===== config.mk =====
export PLATFORM = sky130hd
export DESIGN_NAME = mem_arbiter_flat
export DESIGN_NICKNAME = d
export VERILOG_FILES = /design/src/rtl/mem_arbiter_if.sv /design/src/rtl/mem_arbiter.sv /design/src/flat_wrapper.sv
export SDC_FILE = /design/constraint.sdc
export NUM_CORES = 1
export LEC_CHECK = 0
export CAP_MARGIN = 25
export CORE_ASPECT_RATIO = 0.75
export CORE_MARGIN = 2
export CORE_UTILIZATION = 34
export CTS_CLUSTER_SIZE = 25
export DETAILED_ROUTE_END_ITERATION = 6
export PLACE_DENSITY = 0.8
export SYNTH_ARGS = -nofsm -noshare
export SYNTH_HDL_FRONTEND = slang
export SYNTH_SLANG_ARGS = --single-unit

===== constraint.sdc =====
create_clock -name clk -period 2 [get_ports clk]
set_input_delay 0.3 -clock clk [delete_from_list [all_inputs] [get_ports clk]]
set_output_delay 0.3 -clock clk [all_outputs]
set_load 0.02 [all_outputs]

===== src/rtl/mem_arbiter_if.sv =====
// Bus bundle between the rv32 fetch/load-store masters, the arbiter and the shared slave port.
// The arbiter uses the master modport; the surrounding SoC (or a bench) uses the slave modport.
interface mem_arbiter_if #(
  parameter int ADDR_W = 32,
  parameter int DATA_W = 32
);
  logic                  i_valid_i;
  logic [ADDR_W-1:0]     i_addr_i;
  logic                  i_ready_o;
  logic                  i_err_o;
  logic                  d_valid_i;
  logic [ADDR_W-1:0]     d_addr_i;
  logic [DATA_W-1:0]     d_wdata_i;
  logic [DATA_W/8-1:0]   d_wstrb_i;
  logic                  d_ready_o;
  logic                  d_err_o;
  logic [DATA_W-1:0]     rdata_o;
  logic                  m_valid_o;
  logic [ADDR_W-1:0]     m_addr_o;
  logic [DATA_W-1:0]     m_wdata_o;
  logic [DATA_W/8-1:0]   m_wstrb_o;
  logic                  m_ready_i;
  logic [DATA_W-1:0]     m_rdata_i;

  modport master (
    input  i_valid_i, i_addr_i, d_valid_i, d_addr_i, d_wdata_i, d_wstrb_i,
    input  m_ready_i, m_rdata_i,
    output i_ready_o, i_err_o, d_ready_o, d_err_o, rdata_o,
    output m_valid_o, m_addr_o, m_wdata_o, m_wstrb_o
  );

  modport slave (
    output i_valid_i, i_addr_i, d_valid_i, d_addr_i, d_wdata_i, d_wstrb_i,
    output m_ready_i, m_rdata_i,
    input  i_ready_o, i_err_o, d_ready_o, d_err_o, rdata_o,
    input  m_valid_o, m_addr_o, m_wdata_o, m_wstrb_o
  );
endinterface


===== src/rtl/mem_arbiter.sv =====
// Two-master (fetch / load-store) round-robin arbiter onto one slave port, with a
// per-transaction watchdog that turns a hung slave into an error completion.
module mem_arbiter #(
  parameter int ADDR_W  = 32,
  parameter int DATA_W  = 32,
  parameter int TIMEOUT = 255
) (
  input  logic          clk,
  input  logic          rst,
  mem_arbiter_if.master bus
);
  localparam int CNT_W = (TIMEOUT > 0) ? $clog2(TIMEOUT + 1) : 1;
  localparam logic [CNT_W-1:0] CNT_LAST = (TIMEOUT > 0) ? CNT_W'(TIMEOUT - 1) : '0;

  typedef enum logic [1:0] {IDLE, BUSY_I, BUSY_D} state_t;
  typedef enum logic {GNT_I, GNT_D} grant_t;

  state_t           state;
  grant_t           last_grant;
  logic [CNT_W-1:0] wd_cnt;

  logic busy;
  logic timeout;
  logic done;
  logic grant_d;

  // Completion is combinational from the slave; reset suppresses any pulse.
  always_comb begin
    busy    = (state != IDLE) && !rst;
    timeout = busy && !bus.m_ready_i && (TIMEOUT != 0) && (wd_cnt == CNT_LAST);
    done    = (busy && bus.m_ready_i) || timeout;
    grant_d = bus.d_valid_i && (!bus.i_valid_i || last_grant == GNT_I);

    bus.i_ready_o = done && (state == BUSY_I);
    bus.d_ready_o = done && (state == BUSY_D);
    bus.i_err_o   = timeout && (state == BUSY_I);
    bus.d_err_o   = timeout && (state == BUSY_D);
    bus.rdata_o   = (busy && bus.m_ready_i) ? bus.m_rdata_i : '0;
  end

  always_ff @(posedge clk) begin
    if (rst) begin
      state         <= IDLE;
      last_grant    <= GNT_I;
      wd_cnt        <= '0;
      bus.m_valid_o <= 1'b0;
      bus.m_addr_o  <= '0;
      bus.m_wdata_o <= '0;
      bus.m_wstrb_o <= '0;
    end else begin
      case (state)
        IDLE: begin
          if (bus.i_valid_i || bus.d_valid_i) begin
            wd_cnt        <= '0;
            bus.m_valid_o <= 1'b1;
            if (grant_d) begin
              state         <= BUSY_D;
              last_grant    <= GNT_D;
              bus.m_addr_o  <= bus.d_addr_i;
              bus.m_wdata_o <= bus.d_wdata_i;
              bus.m_wstrb_o <= bus.d_wstrb_i;
            end else begin
              // Fetches are always reads.
              state         <= BUSY_I;
              last_grant    <= GNT_I;
              bus.m_addr_o  <= bus.i_addr_i;
              bus.m_wdata_o <= '0;
              bus.m_wstrb_o <= '0;
            end
          end
        end
        default: begin
          if (done) begin
            state         <= IDLE;
            bus.m_valid_o <= 1'b0;
          end else begin
            wd_cnt <= wd_cnt + CNT_W'(1);
          end
        end
      endcase
    end
  end
endmodule

===== src/flat_wrapper.sv =====
// flat-port wrapper written by rule: the top's interface ports become plain ports
module mem_arbiter_flat 
#(
  parameter int ADDR_W  = 32,
  parameter int DATA_W  = 32,
  parameter int TIMEOUT = 255
)
  (clk, rst, bus_i_valid_i, bus_i_addr_i, bus_d_valid_i, bus_d_addr_i, bus_d_wdata_i, bus_d_wstrb_i, bus_m_ready_i, bus_m_rdata_i, bus_i_ready_o, bus_i_err_o, bus_d_ready_o, bus_d_err_o, bus_rdata_o, bus_m_valid_o, bus_m_addr_o, bus_m_wdata_o, bus_m_wstrb_o);
  mem_arbiter_if #(.ADDR_W(ADDR_W), .DATA_W(DATA_W)) bus_i ();
  input  logic clk;
  input  logic rst;
  input wire logic [$bits(bus_i.i_valid_i)-1:0] bus_i_valid_i;
  input wire logic [$bits(bus_i.i_addr_i)-1:0] bus_i_addr_i;
  input wire logic [$bits(bus_i.d_valid_i)-1:0] bus_d_valid_i;
  input wire logic [$bits(bus_i.d_addr_i)-1:0] bus_d_addr_i;
  input wire logic [$bits(bus_i.d_wdata_i)-1:0] bus_d_wdata_i;
  input wire logic [$bits(bus_i.d_wstrb_i)-1:0] bus_d_wstrb_i;
  input wire logic [$bits(bus_i.m_ready_i)-1:0] bus_m_ready_i;
  input wire logic [$bits(bus_i.m_rdata_i)-1:0] bus_m_rdata_i;
  output wire logic [$bits(bus_i.i_ready_o)-1:0] bus_i_ready_o;
  output wire logic [$bits(bus_i.i_err_o)-1:0] bus_i_err_o;
  output wire logic [$bits(bus_i.d_ready_o)-1:0] bus_d_ready_o;
  output wire logic [$bits(bus_i.d_err_o)-1:0] bus_d_err_o;
  output wire logic [$bits(bus_i.rdata_o)-1:0] bus_rdata_o;
  output wire logic [$bits(bus_i.m_valid_o)-1:0] bus_m_valid_o;
  output wire logic [$bits(bus_i.m_addr_o)-1:0] bus_m_addr_o;
  output wire logic [$bits(bus_i.m_wdata_o)-1:0] bus_m_wdata_o;
  output wire logic [$bits(bus_i.m_wstrb_o)-1:0] bus_m_wstrb_o;
  assign bus_i.i_valid_i = bus_i_valid_i;
  assign bus_i.i_addr_i = bus_i_addr_i;
  assign bus_i.d_valid_i = bus_d_valid_i;
  assign bus_i.d_addr_i = bus_d_addr_i;
  assign bus_i.d_wdata_i = bus_d_wdata_i;
  assign bus_i.d_wstrb_i = bus_d_wstrb_i;
  assign bus_i.m_ready_i = bus_m_ready_i;
  assign bus_i.m_rdata_i = bus_m_rdata_i;
  assign bus_i_ready_o = bus_i.i_ready_o;
  assign bus_i_err_o = bus_i.i_err_o;
  assign bus_d_ready_o = bus_i.d_ready_o;
  assign bus_d_err_o = bus_i.d_err_o;
  assign bus_rdata_o = bus_i.rdata_o;
  assign bus_m_valid_o = bus_i.m_valid_o;
  assign bus_m_addr_o = bus_i.m_addr_o;
  assign bus_m_wdata_o = bus_i.m_wdata_o;
  assign bus_m_wstrb_o = bus_i.m_wstrb_o;
  mem_arbiter #(.ADDR_W(ADDR_W), .DATA_W(DATA_W), .TIMEOUT(TIMEOUT)) u_core (.clk(clk), .rst(rst), .bus(bus_i));
endmodule

==> run metrics <==
Filler cells=between 700 and 800; Top FF cell, synth=dfxtp_1; GPL Wtd Cong=around 0.77; Initial Utilization=34.56%; final hold viol count=0; post-route ant nets=0; fmax=514.7 MHz; Crit path required time=around 1700 ps; total CTS buffers=9; Avg Cell Area, Syn=~10 µm²; adder-cell share of the synthesized area=less than 1%; asr flop ratio synth=0%; Overflow after GRT=0; MaxCap Viol Count=0; IO buf count=241; share of cells above drive strength 1=around 16%; worst endpoint data arrival time=approximately 1600 ps; synth warn=0; Post-CTS Hold Buffers=0; nets=slightly above 700; # IOs=242; synth unique cells=36; largest family of logic cells by synthesized area=compound AO/OA/AOI/OAI gates; initial antenna violation count=0; fin cells=about 710; wire per inst=around 15 µm; post-synthesis sequential area ratio=roughly half; H-tree Lvls=3; pre-CTS setup slack=-219.6 ps; Synth Area in XOR/XNOR=0%; most common cell after layout, fill and taps aside=clkdlybuf4s50_1; post-route minimum period=1943 ps; leading cell types in the layout, fill and taps excluded=clkdlybuf4s50_1, dfxtp_1, nor2_1, a22o_1; startpoint types=flop; Die Wd=between 100 and 150 µm; All-Layer GR Usage=between 15 and 20%; Cells after Synth=332; part of the power in registers=a little under two fifths; Comb power frac=27.8%; clock share of power=between 30% and 40%; die height=about 90 µm; Clock Latency Late Sink=~340 ps; Rel. slew slack=a little over two thirds; core area=0.009580 mm²; ant diodes=0; Final Cycle Share=roughly 97%; via/cell ratio=4.812; Worst Path Max Fanout=3; CTS tree=built; CP endpoint kind=primary output; via count=about 3,400; Crit Path Category=reg2out; Worst-Margin Slew=approximately 450 ps; post-synth top area cell=dfxtp_1; FP Rows=31; vias in the first global route=3,343; Root Driver=clkbuf_16; 1st-pass router iterations=4; DRT iter0 DRCs=72; Clk pin slew, worst setup/hold paths=60 ps; maximum vdd drop=about 460 µV; HP Class=reg2reg; status=completed; top-area cell type share of the netlist area=roughly half; number of synthesized register bits=80; max-slew violations=0; power per cell area=~780 mW/mm²; first-pass GRT wire length=roughly 17,000 µm; Sw Ratio=29.29%; Setup violations, final=0; skew final=~8.3 ps; clk sinks=80; switching pwr=1.395 mW; mux cell area share after synthesis=approximately 10%; Synth Area in Compound Gates=between 20 and 25%; Simple-Gate Fraction of Synth Area=around 15%; Worst R2R Setup Slack=160 ps; dpl cell area=around 0.0060 mm²; Final Instance Area=0.006128 mm²; Max Root-Sink Buffers=2; number of synthesized flops with an enable pin=0; total power draw=4.764 mW; P_leak=roughly 2.5 nW; Syn-to-layout area delta=85.11%; dominant cells by area after synthesis=dfxtp_1, mux2i_1, a22o_1, a211oi_1, and2_1; Final HPWL DP=roughly 8600 µm; wirelength, routed=about 11,000 µm; # DRC=0; Int Pwr=approximately 3.4 mW; DIE AREA=roughly 0.011 mm²; Synth Net Count=around 470; pin count of the biggest net entering global routing=47; Inst Count DP=697; post-layout worst setup margin=around 57 ps; synthesized area=around 0.0033 mm²
-- state kept, by name, indices dropped and copies added (netlist names) --
signal	cells
u_core.last_grant	1
u_core.state	2
u_core.bus.m_wstrb_o	4
u_core.bus.m_valid_o	1
u_core.bus.m_wdata_o	32
u_core.wd_cnt	8
u_core.bus.m_addr_o	32
-- metal layers --
layer  routed length (µm)  global-route usage, %
met1                 4243                  21.02
met2                 5774                  38.64
met3                  792                  5.931
met4                  109                  5.476
met5                    0                      0
-- worst paths after layout --
path / from / end / depth (start not counted)
setup / recovery: u_core.wd_cnt[0] / bus_i_err_o / 6
hold / removal: u_core.bus.m_wdata_o[6] / u_core.bus.m_wdata_o[6] / 1
setup reg to reg: u_core.wd_cnt[0] / u_core.wd_cnt[5] / 6
hold reg to reg: u_core.bus.m_wdata_o[6] / u_core.bus.m_wdata_o[6] / 1
-- Yosys cell counts (3+ instances only) --
cell type and count:
and3_1 3, a211oi_1 34, nand3_1 6, or2_2 3, and2_1 33, a31o_2 3
clkbuf_1 10, nand2_1 5, nor2_1 36, a22o_1 36, buf_1 3, inv_1 3
mux2i_1 33, dfxtp_1 80, buf_2 15, a21oi_1 3
-- layout make-up --
type                    count  area (µm²)  share of cell area (%)
clock buffers              10       239.0                   3.900
inverters                   3       11.26                  0.1837
multi-input cells         221        1622                   26.46
flip-flops and latches     80        1603                   26.15
well taps                 132       165.2                   2.695
clock inverters             6       56.30                  0.9187
repair buffers            262        2432                   39.69
-- power by group through the flow --
stage	combinational [mW]	sequential, mW	clock (mW)
final	1.32	1.83	1.61
after global routing	1.42	1.85	1.71
after CTS	1.34	1.83	1.64
after detailed placement	1.35	1.86	0
after global placement	1.33	1.86	0
after floorplan	0.424	2.04	0
-- kinds of logic after synthesis --
family | Yosys count
multiplexers | 33
adder cells (fa/ha/maj) | 2
flip-flops | 80
buffers and inverters | 31
AO/OA/AOI/OAI | 90
AND/OR/NAND/NOR | 96
-- what timing repair did --
| item | 4_1_cts | 5_1_grt |
|---|---|---|
| setup endpoints to repair | 36 | 4 |
| gates cloned | 0 | 0 |
| setup buffers | 1 | 0 |
| gates resized for setup | 145 | 9 |
| pin swaps | 1 | 1 |
-- stage by stage --
step / util [%] / hold slack (ps) / TNS, ps
2_1_floorplan: - / 421.2 / 0
3_3_place_gp: 62.37 / 455.1 / -6385
3_5_place_dp: 62.37 / 456.3 / -6878
4_1_cts: 63.94 / 477.4 / 0
5_1_grt: 63.97 / 487.8 / -43.88
6_report: 63.97 / 474.9 / 0
-- worst max-delay path, stage by stage, from the launching register on --
cell and delay, ps:
dfxtp_2 320, inv_1 90, ha_1 180, and3_4 210, nand2_1 130, nor3_2 210, buf_4 170
No activity file was read; power rests on OpenSTA's default activity.
